**src/rtl/l2_probe_scheduler_pkg.sv**
```systemverilog
// Shared constants and types for the L2 probe scheduler.
//   TL_B_PROBE_BLOCK : Channel B opcode driven on every probe.
//   CAP_*            : cap-permission encodings carried on b_param.
//   ps_state_e       : scheduler FSM states.
package l2_probe_scheduler_pkg;

  localparam logic [2:0] TL_B_PROBE_BLOCK = 3'd6;

  localparam logic [1:0] CAP_TOT = 2'd0;
  localparam logic [1:0] CAP_TOB = 2'd1;
  localparam logic [1:0] CAP_TON = 2'd2;

  typedef enum logic [1:0] {
    PS_IDLE    = 2'd0,
    PS_ISSUE   = 2'd1,
    PS_COLLECT = 2'd2,
    PS_DONE    = 2'd3
  } ps_state_e;

endpackage

```
**src/rtl/l2_probe_scheduler_if.sv**
```systemverilog
// Bundle of the probe scheduler's controller, Channel B and ack signals.
//   slave  : the scheduler (receives requests, drives probes/completion).
//   master : the controller / L1 side driving requests, b_ready and acks.
interface l2_probe_scheduler_if #(
  parameter int NUM_MASTERS = 4,
  parameter int ADDR_WIDTH  = 32
);
  // controller request
  logic                   req_valid;
  logic                   req_ready;
  logic [ADDR_WIDTH-1:0]  req_addr;
  logic [NUM_MASTERS-1:0] req_sharers;
  logic [NUM_MASTERS-1:0] req_exclude;
  logic [1:0]             req_cap;
  // Channel B
  logic [NUM_MASTERS-1:0] b_valid;
  logic [NUM_MASTERS-1:0] b_ready;
  logic [2:0]             b_opcode;
  logic [1:0]             b_param;
  logic [ADDR_WIDTH-1:0]  b_address;
  // decoded Channel C acks
  logic [NUM_MASTERS-1:0] ack_valid;
  logic [NUM_MASTERS-1:0] ack_data;
  logic [NUM_MASTERS-1:0] ack_ready;
  // completion
  logic                   done_valid;
  logic                   done_ready;
  logic                   done_dirty;
  logic [NUM_MASTERS-1:0] done_acked;
  logic                   done_timeout;
  logic                   busy;

  modport slave (
    input  req_valid, req_addr, req_sharers, req_exclude, req_cap,
           b_ready, ack_valid, ack_data, done_ready,
    output req_ready, b_valid, b_opcode, b_param, b_address,
           ack_ready, done_valid, done_dirty, done_acked, done_timeout, busy
  );

  modport master (
    output req_valid, req_addr, req_sharers, req_exclude, req_cap,
           b_ready, ack_valid, ack_data, done_ready,
    input  req_ready, b_valid, b_opcode, b_param, b_address,
           ack_ready, done_valid, done_dirty, done_acked, done_timeout, busy
  );
endinterface

```
**src/rtl/tidc_lowest_oh.sv**
```systemverilog
// Combinational lowest-set-bit picker: y = x & -x (one-hot, or zero when x==0).
//   x : candidate mask
//   y : one-hot of the lowest set bit of x
module tidc_lowest_oh #(
  parameter int N = 4
) (
  input  logic [N-1:0] x,
  output logic [N-1:0] y
);
  assign y = x & (~x + N'(1));
endmodule

```
**src/rtl/l2_probe_scheduler.sv**
```systemverilog
// L2 probe scheduler: issues one ProbeBlock per targeted L1 (lowest index
// first) on Channel B, collects ProbeAck/ProbeAckData on the decoded C path,
// and reports acked mask, dirty flag and timeout to the L2 controller.
//   clk, rst_n : clock, async active-low reset
//   pif        : request / Channel B / ack / completion bundle (slave side)
module l2_probe_scheduler
  import l2_probe_scheduler_pkg::*;
#(
  parameter int NUM_MASTERS    = 4,
  parameter int ADDR_WIDTH     = 32,
  parameter int TIMEOUT_CYCLES = 1024
) (
  input logic                 clk,
  input logic                 rst_n,
  l2_probe_scheduler_if.slave pif
);

  localparam int CW = $clog2(TIMEOUT_CYCLES + 1);
  localparam logic [CW-1:0] CNT_LAST = CW'(TIMEOUT_CYCLES - 1);
  localparam logic [CW-1:0] CNT_SAT  = '1;

  ps_state_e              state_q, state_d;
  logic [NUM_MASTERS-1:0] target_q, target_d;
  logic [NUM_MASTERS-1:0] sent_q, sent_d;
  logic [NUM_MASTERS-1:0] acked_q, acked_d;
  logic                   dirty_q, dirty_d;
  logic                   timeout_q, timeout_d;
  logic [CW-1:0]          cnt_q, cnt_d;
  logic [ADDR_WIDTH-1:0]  addr_q, addr_d;
  logic [1:0]             cap_q, cap_d;

  logic [NUM_MASTERS-1:0] pick;
  logic [NUM_MASTERS-1:0] b_valid;
  logic [NUM_MASTERS-1:0] ack_ready;
  logic [NUM_MASTERS-1:0] hs;
  logic [NUM_MASTERS-1:0] acc;
  logic [NUM_MASTERS-1:0] req_target;

  tidc_lowest_oh #(.N(NUM_MASTERS)) u_pick (
    .x (target_q & ~sent_q),
    .y (pick)
  );

  // Both strobes decode registered state only, so no input reaches b_valid
  // combinationally and an ack cannot be taken in its own probe's cycle.
  assign b_valid    = (state_q == PS_ISSUE) ? pick : '0;
  assign ack_ready  = (state_q == PS_ISSUE || state_q == PS_COLLECT) ? (sent_q & ~acked_q) : '0;
  assign hs         = b_valid & pif.b_ready;
  assign acc        = pif.ack_valid & ack_ready;
  assign req_target = pif.req_sharers & ~pif.req_exclude;

  always_comb begin
    state_d   = state_q;
    target_d  = target_q;
    sent_d    = sent_q;
    acked_d   = acked_q;
    dirty_d   = dirty_q;
    timeout_d = timeout_q;
    cnt_d     = cnt_q;
    addr_d    = addr_q;
    cap_d     = cap_q;

    // Ack bookkeeping is shared by ISSUE and COLLECT; acc is zero elsewhere.
    acked_d = acked_q | acc;
    dirty_d = dirty_q | (|(acc & pif.ack_data));

    case (state_q)
      PS_IDLE: begin
        if (pif.req_valid) begin
          target_d  = req_target;
          addr_d    = pif.req_addr;
          cap_d     = pif.req_cap;
          sent_d    = '0;
          acked_d   = '0;
          dirty_d   = 1'b0;
          timeout_d = 1'b0;
          cnt_d     = '0;
          state_d   = (req_target == '0) ? PS_DONE : PS_ISSUE;
        end
      end
      PS_ISSUE: begin
        sent_d = sent_q | hs;
        if (acc != '0) cnt_d = '0;
        if ((target_q & ~sent_d) == '0)
          state_d = (acked_d == target_q) ? PS_DONE : PS_COLLECT;
      end
      PS_COLLECT: begin
        if (acc != '0)
          cnt_d = '0;
        else if (cnt_q != CNT_SAT)
          cnt_d = cnt_q + CW'(1);
        if (acked_d == target_q) begin
          state_d = PS_DONE;
        end else if (acc == '0 && cnt_q == CNT_LAST) begin
          state_d   = PS_DONE;
          timeout_d = 1'b1;
        end
      end
      PS_DONE: begin
        if (pif.done_ready) state_d = PS_IDLE;
      end
      default: state_d = PS_IDLE;
    endcase
  end

  always_ff @(posedge clk or negedge rst_n) begin
    if (!rst_n) begin
      state_q   <= PS_IDLE;
      target_q  <= '0;
      sent_q    <= '0;
      acked_q   <= '0;
      dirty_q   <= 1'b0;
      timeout_q <= 1'b0;
      cnt_q     <= '0;
      addr_q    <= '0;
      cap_q     <= CAP_TOT;
    end else begin
      state_q   <= state_d;
      target_q  <= target_d;
      sent_q    <= sent_d;
      acked_q   <= acked_d;
      dirty_q   <= dirty_d;
      timeout_q <= timeout_d;
      cnt_q     <= cnt_d;
      addr_q    <= addr_d;
      cap_q     <= cap_d;
    end
  end

  // Completion fields are masked outside DONE so they read zero while idle.
  assign pif.req_ready    = (state_q == PS_IDLE);
  assign pif.busy         = (state_q != PS_IDLE);
  assign pif.b_valid      = b_valid;
  assign pif.b_opcode     = TL_B_PROBE_BLOCK;
  assign pif.b_param      = cap_q;
  assign pif.b_address    = addr_q;
  assign pif.ack_ready    = ack_ready;
  assign pif.done_valid   = (state_q == PS_DONE);
  assign pif.done_dirty   = (state_q == PS_DONE) & dirty_q;
  assign pif.done_acked   = (state_q == PS_DONE) ? acked_q : '0;
  assign pif.done_timeout = (state_q == PS_DONE) & timeout_q;

endmodule

```
**src/flat_wrapper.sv**
```systemverilog
// flat-port wrapper written by rule: the top's interface ports become plain ports
module l2_probe_scheduler_flat import l2_probe_scheduler_pkg::*;
#(
  parameter int NUM_MASTERS    = 4,
  parameter int ADDR_WIDTH     = 32,
  parameter int TIMEOUT_CYCLES = 1024
)
  (clk, rst_n, pif_req_valid, pif_req_addr, pif_req_sharers, pif_req_exclude, pif_req_cap, pif_b_ready, pif_ack_valid, pif_ack_data, pif_done_ready, pif_req_ready, pif_b_valid, pif_b_opcode, pif_b_param, pif_b_address, pif_ack_ready, pif_done_valid, pif_done_dirty, pif_done_acked, pif_done_timeout, pif_busy);
  l2_probe_scheduler_if #(.NUM_MASTERS(NUM_MASTERS), .ADDR_WIDTH(ADDR_WIDTH)) pif_i ();
  input logic clk;
  input logic rst_n;
  input wire logic [$bits(pif_i.req_valid)-1:0] pif_req_valid;
  input wire logic [$bits(pif_i.req_addr)-1:0] pif_req_addr;
  input wire logic [$bits(pif_i.req_sharers)-1:0] pif_req_sharers;
  input wire logic [$bits(pif_i.req_exclude)-1:0] pif_req_exclude;
  input wire logic [$bits(pif_i.req_cap)-1:0] pif_req_cap;
  input wire logic [$bits(pif_i.b_ready)-1:0] pif_b_ready;
  input wire logic [$bits(pif_i.ack_valid)-1:0] pif_ack_valid;
  input wire logic [$bits(pif_i.ack_data)-1:0] pif_ack_data;
  input wire logic [$bits(pif_i.done_ready)-1:0] pif_done_ready;
  output wire logic [$bits(pif_i.req_ready)-1:0] pif_req_ready;
  output wire logic [$bits(pif_i.b_valid)-1:0] pif_b_valid;
  output wire logic [$bits(pif_i.b_opcode)-1:0] pif_b_opcode;
  output wire logic [$bits(pif_i.b_param)-1:0] pif_b_param;
  output wire logic [$bits(pif_i.b_address)-1:0] pif_b_address;
  output wire logic [$bits(pif_i.ack_ready)-1:0] pif_ack_ready;
  output wire logic [$bits(pif_i.done_valid)-1:0] pif_done_valid;
  output wire logic [$bits(pif_i.done_dirty)-1:0] pif_done_dirty;
  output wire logic [$bits(pif_i.done_acked)-1:0] pif_done_acked;
  output wire logic [$bits(pif_i.done_timeout)-1:0] pif_done_timeout;
  output wire logic [$bits(pif_i.busy)-1:0] pif_busy;
  assign pif_i.req_valid = pif_req_valid;
  assign pif_i.req_addr = pif_req_addr;
  assign pif_i.req_sharers = pif_req_sharers;
  assign pif_i.req_exclude = pif_req_exclude;
  assign pif_i.req_cap = pif_req_cap;
  assign pif_i.b_ready = pif_b_ready;
  assign pif_i.ack_valid = pif_ack_valid;
  assign pif_i.ack_data = pif_ack_data;
  assign pif_i.done_ready = pif_done_ready;
  assign pif_req_ready = pif_i.req_ready;
  assign pif_b_valid = pif_i.b_valid;
  assign pif_b_opcode = pif_i.b_opcode;
  assign pif_b_param = pif_i.b_param;
  assign pif_b_address = pif_i.b_address;
  assign pif_ack_ready = pif_i.ack_ready;
  assign pif_done_valid = pif_i.done_valid;
  assign pif_done_dirty = pif_i.done_dirty;
  assign pif_done_acked = pif_i.done_acked;
  assign pif_done_timeout = pif_i.done_timeout;
  assign pif_busy = pif_i.busy;
  l2_probe_scheduler #(.NUM_MASTERS(NUM_MASTERS), .ADDR_WIDTH(ADDR_WIDTH), .TIMEOUT_CYCLES(TIMEOUT_CYCLES)) u_core (.clk(clk), .rst_n(rst_n), .pif(pif_i));
endmodule
```
**config.mk**
```make
export PLATFORM = sky130hd
export DESIGN_NAME = l2_probe_scheduler_flat
export DESIGN_NICKNAME = d
export VERILOG_FILES = /design/src/rtl/l2_probe_scheduler_pkg.sv /design/src/rtl/l2_probe_scheduler_if.sv /design/src/rtl/tidc_lowest_oh.sv /design/src/rtl/l2_probe_scheduler.sv /design/src/flat_wrapper.sv
export SDC_FILE = /design/constraint.sdc
export NUM_CORES = 1
export LEC_CHECK = 0
export CAP_MARGIN = 10
export CORE_MARGIN = 2
export CORE_UTILIZATION = 45
export DETAILED_ROUTE_END_ITERATION = 16
export PLACE_DENSITY = 0.87
export SYNTH_ARGS = -nofsm -noshare
export SYNTH_HDL_FRONTEND = slang
export SYNTH_SLANG_ARGS = --single-unit
```
**constraint.sdc**
```tcl
create_clock -name clk -period 2.45 [get_ports clk]
set_clock_uncertainty 0.1 [all_clocks]
set_input_delay 0.735 -clock clk [delete_from_list [all_inputs] [get_ports clk]]
set_output_delay 0.735 -clock clk [all_outputs]
set_load 0.005 [all_outputs]
```
# Word level (Yosys, flattened, before mapping)
# Cells that the tools add are included.
# op_classes
add_sub_neg,2
bitwise,18
mux,26
reduce_logical,17
n_eq_ne,14
# ops
operator,n
$mux 11,4
$pmux 11 s3,1
$and 4x4->4,8
$mux 4,6
$not 4->4,5
$logic_not 4->1,3
$mux 2,6
$ne 2x2->1 const B,6
$reduce_and 4->1,3
$add 11x1->11 const B,1
$eq 11x10->1 const B,1
$ne 11x11->1 const B,1
$or 4x4->4,2
$pmux 2 s4,1
$pmux 4 s2,1
$mux 1,6
$ne 3x3->1 const B,2
$reduce_bool 2->1,3
$add 4x1->4 const B,1
$eq 2x2->1 const B,2
$eq 4x4->1,1
$reduce_and 2->1,2
$reduce_bool 4->1,1
$reduce_or 4->1,1
8 further kinds,9
# totals
input_bits,58
ff_bits,61
out_inout_bits,54

# Logic depth before layout (Yosys ltp)
# Gate-level depths: netlist of run 1.
# logic_depth
depth_word,13
ltp_mapped,10
depth_no_buf,8

# Hierarchy
# A second synthesis of run 1 with hierarchy kept.
# unflattened
cells_unflattened,352
hier_area_um2,3030.4
# modules_own_cells
module,cells_per_inst,seq_area_each_um2,n_inst,area_each_um2
l2_probe_scheduler,348,1526.5,1,2994.1
tidc_lowest_oh,4,0.0,1,36.3

# Worst setup path after synthesis of run 1
# No wires, ideal clock.
# synth_path
path_type,register to register
start,reg u_core.state_q[0]
end,reg u_core.state_q[0]
arrival_time_ps,2054
synth_period_minus_slack_ps,2227
path_slack_ps,223
required_ps,2277
path_stages_with_launch,10
path_cell_list,dfrtp_1 -> inv_1 -> ha_1 -> buf_6 -> a31oi_1 -> xnor2_1 -> nor4_4 -> or3b_4 -> and3_1 -> a21oi_2
# synth_between
elab_chain_cells,9
# synth_rtl
item,line,rtl
"start, declared",l2_probe_scheduler.sv:22,"ps_state_e state_q, state_d;"
"start signal, assigned",l2_probe_scheduler.sv:118,state_q <= state_d;
$eq 2x1->1 / $eq 2x2->1 (equally long branches),"l2_probe_scheduler.sv:46, l2_probe_scheduler.sv:47, l2_probe_scheduler.sv:67",
$logic_or 1x1->1 / $mux 4 (equally long branches),"l2_probe_scheduler.sv:47, l2_probe_scheduler.sv:46",
$mux 4 / $and 4x4->4 (equally long branches),"l2_probe_scheduler.sv:47, l2_probe_scheduler.sv:48",
$and 4x4->4 / $or 4x4->4 (equally long branches),"l2_probe_scheduler.sv:49, l2_probe_scheduler.sv:82",
$or 4x4->4 / $not 4->4 (equally long branches),"l2_probe_scheduler.sv:64, l2_probe_scheduler.sv:84",
$eq 4x4->1 / $and 4x4->4 (equally long branches),"l2_probe_scheduler.sv:85, l2_probe_scheduler.sv:92, l2_probe_scheduler.sv:84",
$mux 1 / $logic_not 4->1 (equally long branches),"l2_probe_scheduler.sv:85, l2_probe_scheduler.sv:84",
$mux 2 / $ne 2x2->1 (equally long branches),n/a,
$pmux 2 s4 / $reduce_and 4->1 (equally long branches),n/a,
# Several ways; a longest one is shown, not always the timed one. The select of a mux whose other input is x is not followed.
# A chain may end at the register's enable or synchronous reset.

# Final worst setup path of run 1
# layout_path
start,reg u_core.state_q[0]
end,out pif_b_valid[3]
# layout_between
elab_chain_cells,2
# layout_rtl
item,line,rtl
$eq 2x1->1,l2_probe_scheduler.sv:46,assign b_valid = (state_q == PS_ISSUE) ? pick : '0;
$mux 4,l2_probe_scheduler.sv:46,
"end, declared",flat_wrapper.sv:22,output wire logic [$bits(pif_i.b_valid)-1:0] pif_b_valid;
# No other way between the ends.

==> results of run 1 <==
final cells by class:
| class | count | area [um2] |
|---|---|---|
| clock inverter | 5 | 27.53 |
| inverter | 5 | 21.27 |
| multi-input combinational | 256 | 1563 |
| timing repair buffer | 144 | 1365 |
| fill | 470 | 1728 |
| tap | 77 | 96.34 |
| sequential | 61 | 1526 |
| clock buffer | 11 | 131.4 |
power by group through the flow:
stage | Sequential [mW] | Combinational [mW] | Clock (mW)
detailed placement | 1.58 | 2.37 | 0
CTS | 1.57 | 2.56 | 0.769
global placement | 1.56 | 2.29 | 0
global route | 1.62 | 2.97 | 0.817
finish | 1.58 | 2.72 | 0.755
floorplan | 1.59 | 1.18 | 0
per-stage QoR:
step / hold slack (ns) / cell area, um2 / setup TNS, ns
2_1_floorplan: 0.3394 / 3048 / 0
3_3_place_gp: 0.3567 / 4358 / -3.180
3_5_place_dp: 0.3618 / 4358 / -3.883
4_1_cts: 0.2866 / 4613 / -0.1390
5_1_grt: 0.3222 / 4731 / -0.1942
6_report: 0.2913 / 4731 / -0.02002
routing by layer:
layer  track usage [%]  routed length, um
met3             7.619                663
met2             37.28               4314
met5                 0                  0
met1             29.42               3480
met4             9.659                144
worst reg2reg max path: stages, from the launching register on:
cell	delay, ns
dfrtp_1	0.39
inv_2	0.08
ha_4	0.31
buf_4	0.14
and4b_2	0.27
nor4_4	0.06
buf_6	0.14
a211o_4	0.38
o311ai_2	0.29
o31ai_2	0.10
flip-flops by register name, summed over array words and instances (netlist names):
name,cells
u_core.state_q,2
u_core.pif.b_param,2
u_core.sent_q,4
u_core.timeout_q,1
u_core.pif.b_address,32
u_core.acked_q,4
u_core.cnt_q,11
u_core.target_q,4
u_core.dirty_q,1
how the worst min path moves through the flow:
| stage | startpoint | end | cells past startpoint |
|---|---|---|---|
| after floorplan | rst_n | u_core.acked_q[0] | 0 |
| after global placement | u_core.pif.b_address[8] | u_core.pif.b_address[8] | 2 |
| after detailed placement | u_core.pif.b_address[19] | u_core.pif.b_address[19] | 2 |
| after CTS | rst_n | u_core.sent_q[2] | 1 |
| after global routing | rst_n | u_core.sent_q[2] | 1 |
| final | rst_n | u_core.sent_q[2] | 1 |
cells in the final DEF (no fill, tap or decap), types with 3 or more instances in the layout:
master and n:
a31oi_1 10, buf_6 4, nand2b_1 7, nor2_1 20
nand4_1 5, nand2_1 119, dfrtp_1 61, clkdlybuf4s50_1 93
clkinv_2 4, clkdlybuf4s15_1 3, clkbuf_8 9, dlygate4sd2_1 9
xnor2_1 3, conb_1 3, o21ai_1 4, nand3_1 3
ha_4 3, a21oi_1 11, and2_1 8, buf_4 30
o21ai_0 7
what timing repair did:
action | CTS | global route
buffers inserted | 6 | 5
cloned | 0 | 1
hold endpoints to repair | 0 | 0
resized for setup | 32 | 24
pin swaps | 0 | 10
endpoints found under the setup margin | 27 | 20
cells by family after synthesis:
logic type | count (synthesis) | synth area share [%]
AOI/OAI and AO/OA | 54 | 12.78
xor gates and xnor gates | 4 | 1.151
adders and majority gates | 5 | 2.055
buffers and inverters | 20 | 3.329
DFF | 61 | 50.14
muxes | 1 | 0.3288
other | 2 | 0.2467
and+or+nand+nor | 188 | 29.96
==> reports/metrics.csv, run 1 <==
stage,metric,value,unit
finish,area_delta_synth_final,55.40,%
placed_design,dpl_worst_slack,-0.3888,ns
synth,synth-main-ff-cell,dfrtp_1,
floorplanning,pin_count,112,
pwr,finalPower,5.055,mW
floorplanning,start_util,47.13,%
finish,final_cells,559,
worst_hold_path,min_path_type,input port to asynchronous set/reset pin,
sta,setup_ws,-0.01476,ns
outcome,outcome,"finished, violations left",
critical_path,cp-end-kind,output port,
sta,grt_setup_unrepaired,yes,
critical_path,critical_path.endpoint,pif_b_valid[3],
sta,final_max_slew_viol_count,0,
clocking,path_clk_slew,0.07,ns
clocking,clk_latency,0.34,ns
flow_run,max_cap_violations,0,
synth,avgSynthCellArea,9.087,um2
pwr,power_frac_comb,53.9,%
drt,ant_nets,0,
critical_path,crit_slowest_cell,dfrtp_1,
floorplanning,rows,29,
drt,dr.pass1.iters,4,
critical_path,crit_cells,6,
pwr,netSwitchingFraction,37.20,%
synth,async_flop_share,100.0,%
synth,post-synth-top-count-cell,nand2_1,
critical_path,critPathRequiredTime,1.62,ns
critical_path,path_max_fanout,2,
global_route,antenna_found_initial,0,
clocking,clockBufferDepth,2,
critical_path,r2r_slack,0.07,ns
placed_design,portBuffers,108,
synth,synth_top_area_share,50.14,%
drt,post_drt_via_cell_ratio,5.286,
sta,setup_viol,3,
critical_path,crit_start,u_core.state_q[0],
critical_path,r2r_start,u_core.state_q[1],
placed_design,gp_congestion,0.8784,
synth,ys_types,54,
clocking,cts_hold_buf,0,
clocking,root_buffer,clkbuf_8,
sta,relSlewSlack,61.20,%
global_route,grt_max_degree,46,
synth,synth_edf_count,0,
sta,worst-slew-pin-transition,0.5820,ns
floorplanning,die-area,0.007439,mm2
sta,period_minus_slack,2.465,ns
critical_path,critPathArrivalTime,1.63,ns
global_route,grt_usage,23.34,%
critical_path,critPathMaxStageDelay,0.40,ns
pwr,switchingPower,1.880,mW
critical_path,path_common_cell,and3_4,
critical_path,reg2regPathDepth,9,
pwr,vdd_drop_max,598.9,uV
clocking,cts_max_level,3,
finish,fin_util,73.25,%
clocking,cts-buffers-inserted,9,
floorplanning,die_x,86.25,um
floorplanning,core_area,0.006459,mm2
pwr,p_leak,2.245,nW
placed_design,hpwl,6107,um
finish,antenna_cells,0,
pwr,clockPowerShare,14.9,%
global_route,grt_pass1_vias,2852,
critical_path,worstSetupPathType,register to output port,
critical_path,path_buf_inv,2,
synth,synthTopCellsByArea,"dfrtp_1, nand2_1, nor2_1",
pwr,seqPwrFrac,31.2,%
critical_path,crit_family,simple AND/OR/NAND/NOR gates,
drt,vias,2955,
critical_path,cp-start-kind,register,
global_route,grt_first_pass_wirelength,13570,um
clocking,cts_num_sinks,61,
synth,ys_warn_count,0,
critical_path,reg2reg_to,u_core.cnt_q[7],
pwr,p_per_area,1069,mW/mm2
sta,hold_viol,0,
clocking,tritoncts,yes,
outcome,violations,setup timing,
placed_design,placed_cells,532,
drt,wl_per_cell,15.39,um
synth,ys_ff_latch,61,
synth,synth_commonest_cells,"nand2_1, dfrtp_1, nor2_1",
drt,wirelength,8603,um
floorplanning,die_y,86.25,um
pwr,internal-power,3.175,mW
sta,fmax,0.4057,GHz
synth,yosysTopAreaCell,dfrtp_1,
sta,period_share,100.6,%
critical_path,path_cells,buf_6 > ha_4 > and3_4 > and3_4 > nor2b_2 > buf_2,
synth,syn_inst,335,
synth,syn_area,0.003044,mm2
finish,layout-drive-gt1-share,18.26,%
drt,drtIter0Drc,218,
drt,post-route-drc-count,0,
global_route,grt-ovfl-total,0,
finish,fin_nets,540,
synth,seq_area_frac_synth,50.14,%
Note: power is estimated with default switching activity, not from simulation.
==> run 2, diff against run 1 <==
CORE_MARGIN = unset   (was 2)
==> reports/metrics.csv, run 2 (synthesis results as in run 1) <==
stage,metric,value,unit
critical_path,r2r_start,u_core.state_q[1],
clocking,path_clk_slew,0.07,ns
drt,post-route-drc-count,6,
finish,fin_nets,532,
pwr,vdd_drop_max,562.9,uV
global_route,grt_pass1_vias,2913,
floorplanning,die_x,84.25,um
sta,period_share,99.14,%
sta,period_minus_slack,2.429,ns
critical_path,reg2regPathDepth,8,
drt,post_drt_via_cell_ratio,5.269,
pwr,p_leak,2.214,nW
critical_path,r2r_slack,0.08,ns
outcome,violations,DRC,
critical_path,crit_slowest_cell,dfrtp_1,
global_route,grt_first_pass_wirelength,13960,um
global_route,antenna_found_initial,0,
pwr,finalPower,5.030,mW
finish,largest_reg_flops,32,
placed_design,hpwl,5688,um
drt,wl_per_cell,14.84,um
finish,area_delta_synth_final,52.12,%
floorplanning,start_util,47.40,%
floorplanning,pin_count,112,
finish,final_area,0.004631,mm2
drt,ant_nets,0,
critical_path,path_max_fanout,2,
global_route,grt_max_degree,62,
clocking,clockBufferDepth,2,
critical_path,path_buf_inv,2,
sta,tns,0,ns
global_route,grt-ovfl-total,0,
critical_path,critPathArrivalTime,1.59,ns
drt,dr.pass1.iters,10,
outcome,outcome,"finished, violations left",
drt,wirelength,8177,um
clocking,root_buffer,clkbuf_8,
floorplanning,die-area,0.007098,mm2
finish,final_common_cell,nand2_1,
placed_design,place_area,0.004340,mm2
placed_design,portBuffers,108,
sta,hold_viol,0,
placed_design,gp_congestion,0.8525,
sta,setup_viol,0,
placed_design,dpl_worst_slack,-0.3651,ns
critical_path,cp-start-kind,register,
finish,antenna_cells,0,
sta,holdWs,0.2970,ns
clocking,cts_max_level,3,
flow_run,max_cap_violations,0,
clocking,tritoncts,yes,
sta,final_max_slew_viol_count,0,
critical_path,critPathRequiredTime,1.62,ns
critical_path,worstSetupPathType,register to output port,
critical_path,crit_family,simple AND/OR/NAND/NOR gates,
worst_hold_path,min_path_type,input port to asynchronous set/reset pin,
finish,layout_common_cells,"nand2_1, clkdlybuf4s50_1, dfrtp_1, buf_4, nor2_1",
critical_path,critPathMaxStageDelay,0.41,ns
critical_path,path_cells,buf_6 > ha_4 > and3_4 > and3_4 > nor2b_1 > buf_2,
drt,drtIter0Drc,224,
sta,grt_setup_unrepaired,yes,
sta,setup_ws,0.02101,ns
critical_path,cp-end-kind,output port,
critical_path,reg2reg_to,u_core.cnt_q[1],
floorplanning,die_y,84.25,um
global_route,grt_usage,24.95,%
sta,fmax,0.4117,GHz
clocking,clk_latency,0.33,ns
floorplanning,core_area,0.006422,mm2
floorplanning,rows,29,
clocking,cts-buffers-inserted,9,
pwr,p_per_area,1086,mW/mm2
clocking,cts_num_sinks,61,
critical_path,path_common_cell,and3_4,
drt,vias,2903,
finish,layout-drive-gt1-share,17.09,%
## run 2: changes by cell type in the layout (fill, tap and decap cells not counted), moves of 2 or more
cell             change
buf_4                -7
clkdlybuf4s15_1      -3
a31oi_2              +2
buf_2                +2
clkinv_2             -2
## run 2: how the worst max path moves through the flow
stage                        end  cells after the start         startpoint
2_1_floorplan  u_core.state_q[0]                      9  u_core.state_q[0]
3_3_place_gp     u_core.cnt_q[1]                      6   pif_ack_valid[2]
3_5_place_dp     u_core.cnt_q[1]                      6   pif_ack_valid[3]
4_1_cts        pif_done_acked[3]                      6  u_core.state_q[1]
5_1_grt        u_core.state_q[0]                      9  u_core.state_q[0]
6_report          pif_b_valid[3]                      6  u_core.state_q[0]
## run 2: cell type report
| class | instances | area [um2] |
|---|---|---|
| Timing Repair Buffer | 137 | 1309 |
| Multi-Input combinational cell | 255 | 1486 |
| Fill cell | 464 | 1792 |
| Clock buffer | 10 | 127.6 |
| Sequential cell | 61 | 1526 |
| Inverter | 5 | 21.27 |
| Tap cell | 77 | 96.34 |
| Clock inverter | 6 | 63.81 |
## run 2: metrics by stage
stage,utilization [%],cells
finish,72.10,551
global route,72.10,551
CTS,71.91,551
detailed placement,67.58,528
global placement,67.58,528
floorplan,-,336
## run 2: worst register-to-register path: cells and delay by family (launching register included)
family,cells,cell delay (ns)
and+or+nand+nor,3,0.68
DFF,1,0.40
AOI/OAI and AO/OA,2,0.60
adders and majority gates,1,0.23
buffers and inverters,2,0.25
## run 2: power by group
part	internal, mW	switching (mW)
Combinational	1.38	1.20
Clock	0.468	0.395
Sequential	1.35	0.233
## run 2: routing by layer
| layer | up-vias | track usage (%) | wire length [um] |
|---|---|---|---|
| met5 | - | 0 | 0 |
| met4 | 0 | 10.50 | 102 |
| li1 | 1394 | - | - |
| met3 | 8 | 4.720 | 458 |
| met1 | 1406 | 32.88 | 3529 |
| met2 | 95 | 40.61 | 4086 |
## run 2: timing repair
item / 4_1_cts / 5_1_grt
buffers inserted: 7 / 0
setup endpoints to repair: 29 / 14
gates resized for setup: 40 / 8
pin swaps: 1 / 1
hold buffers: 0 / 0
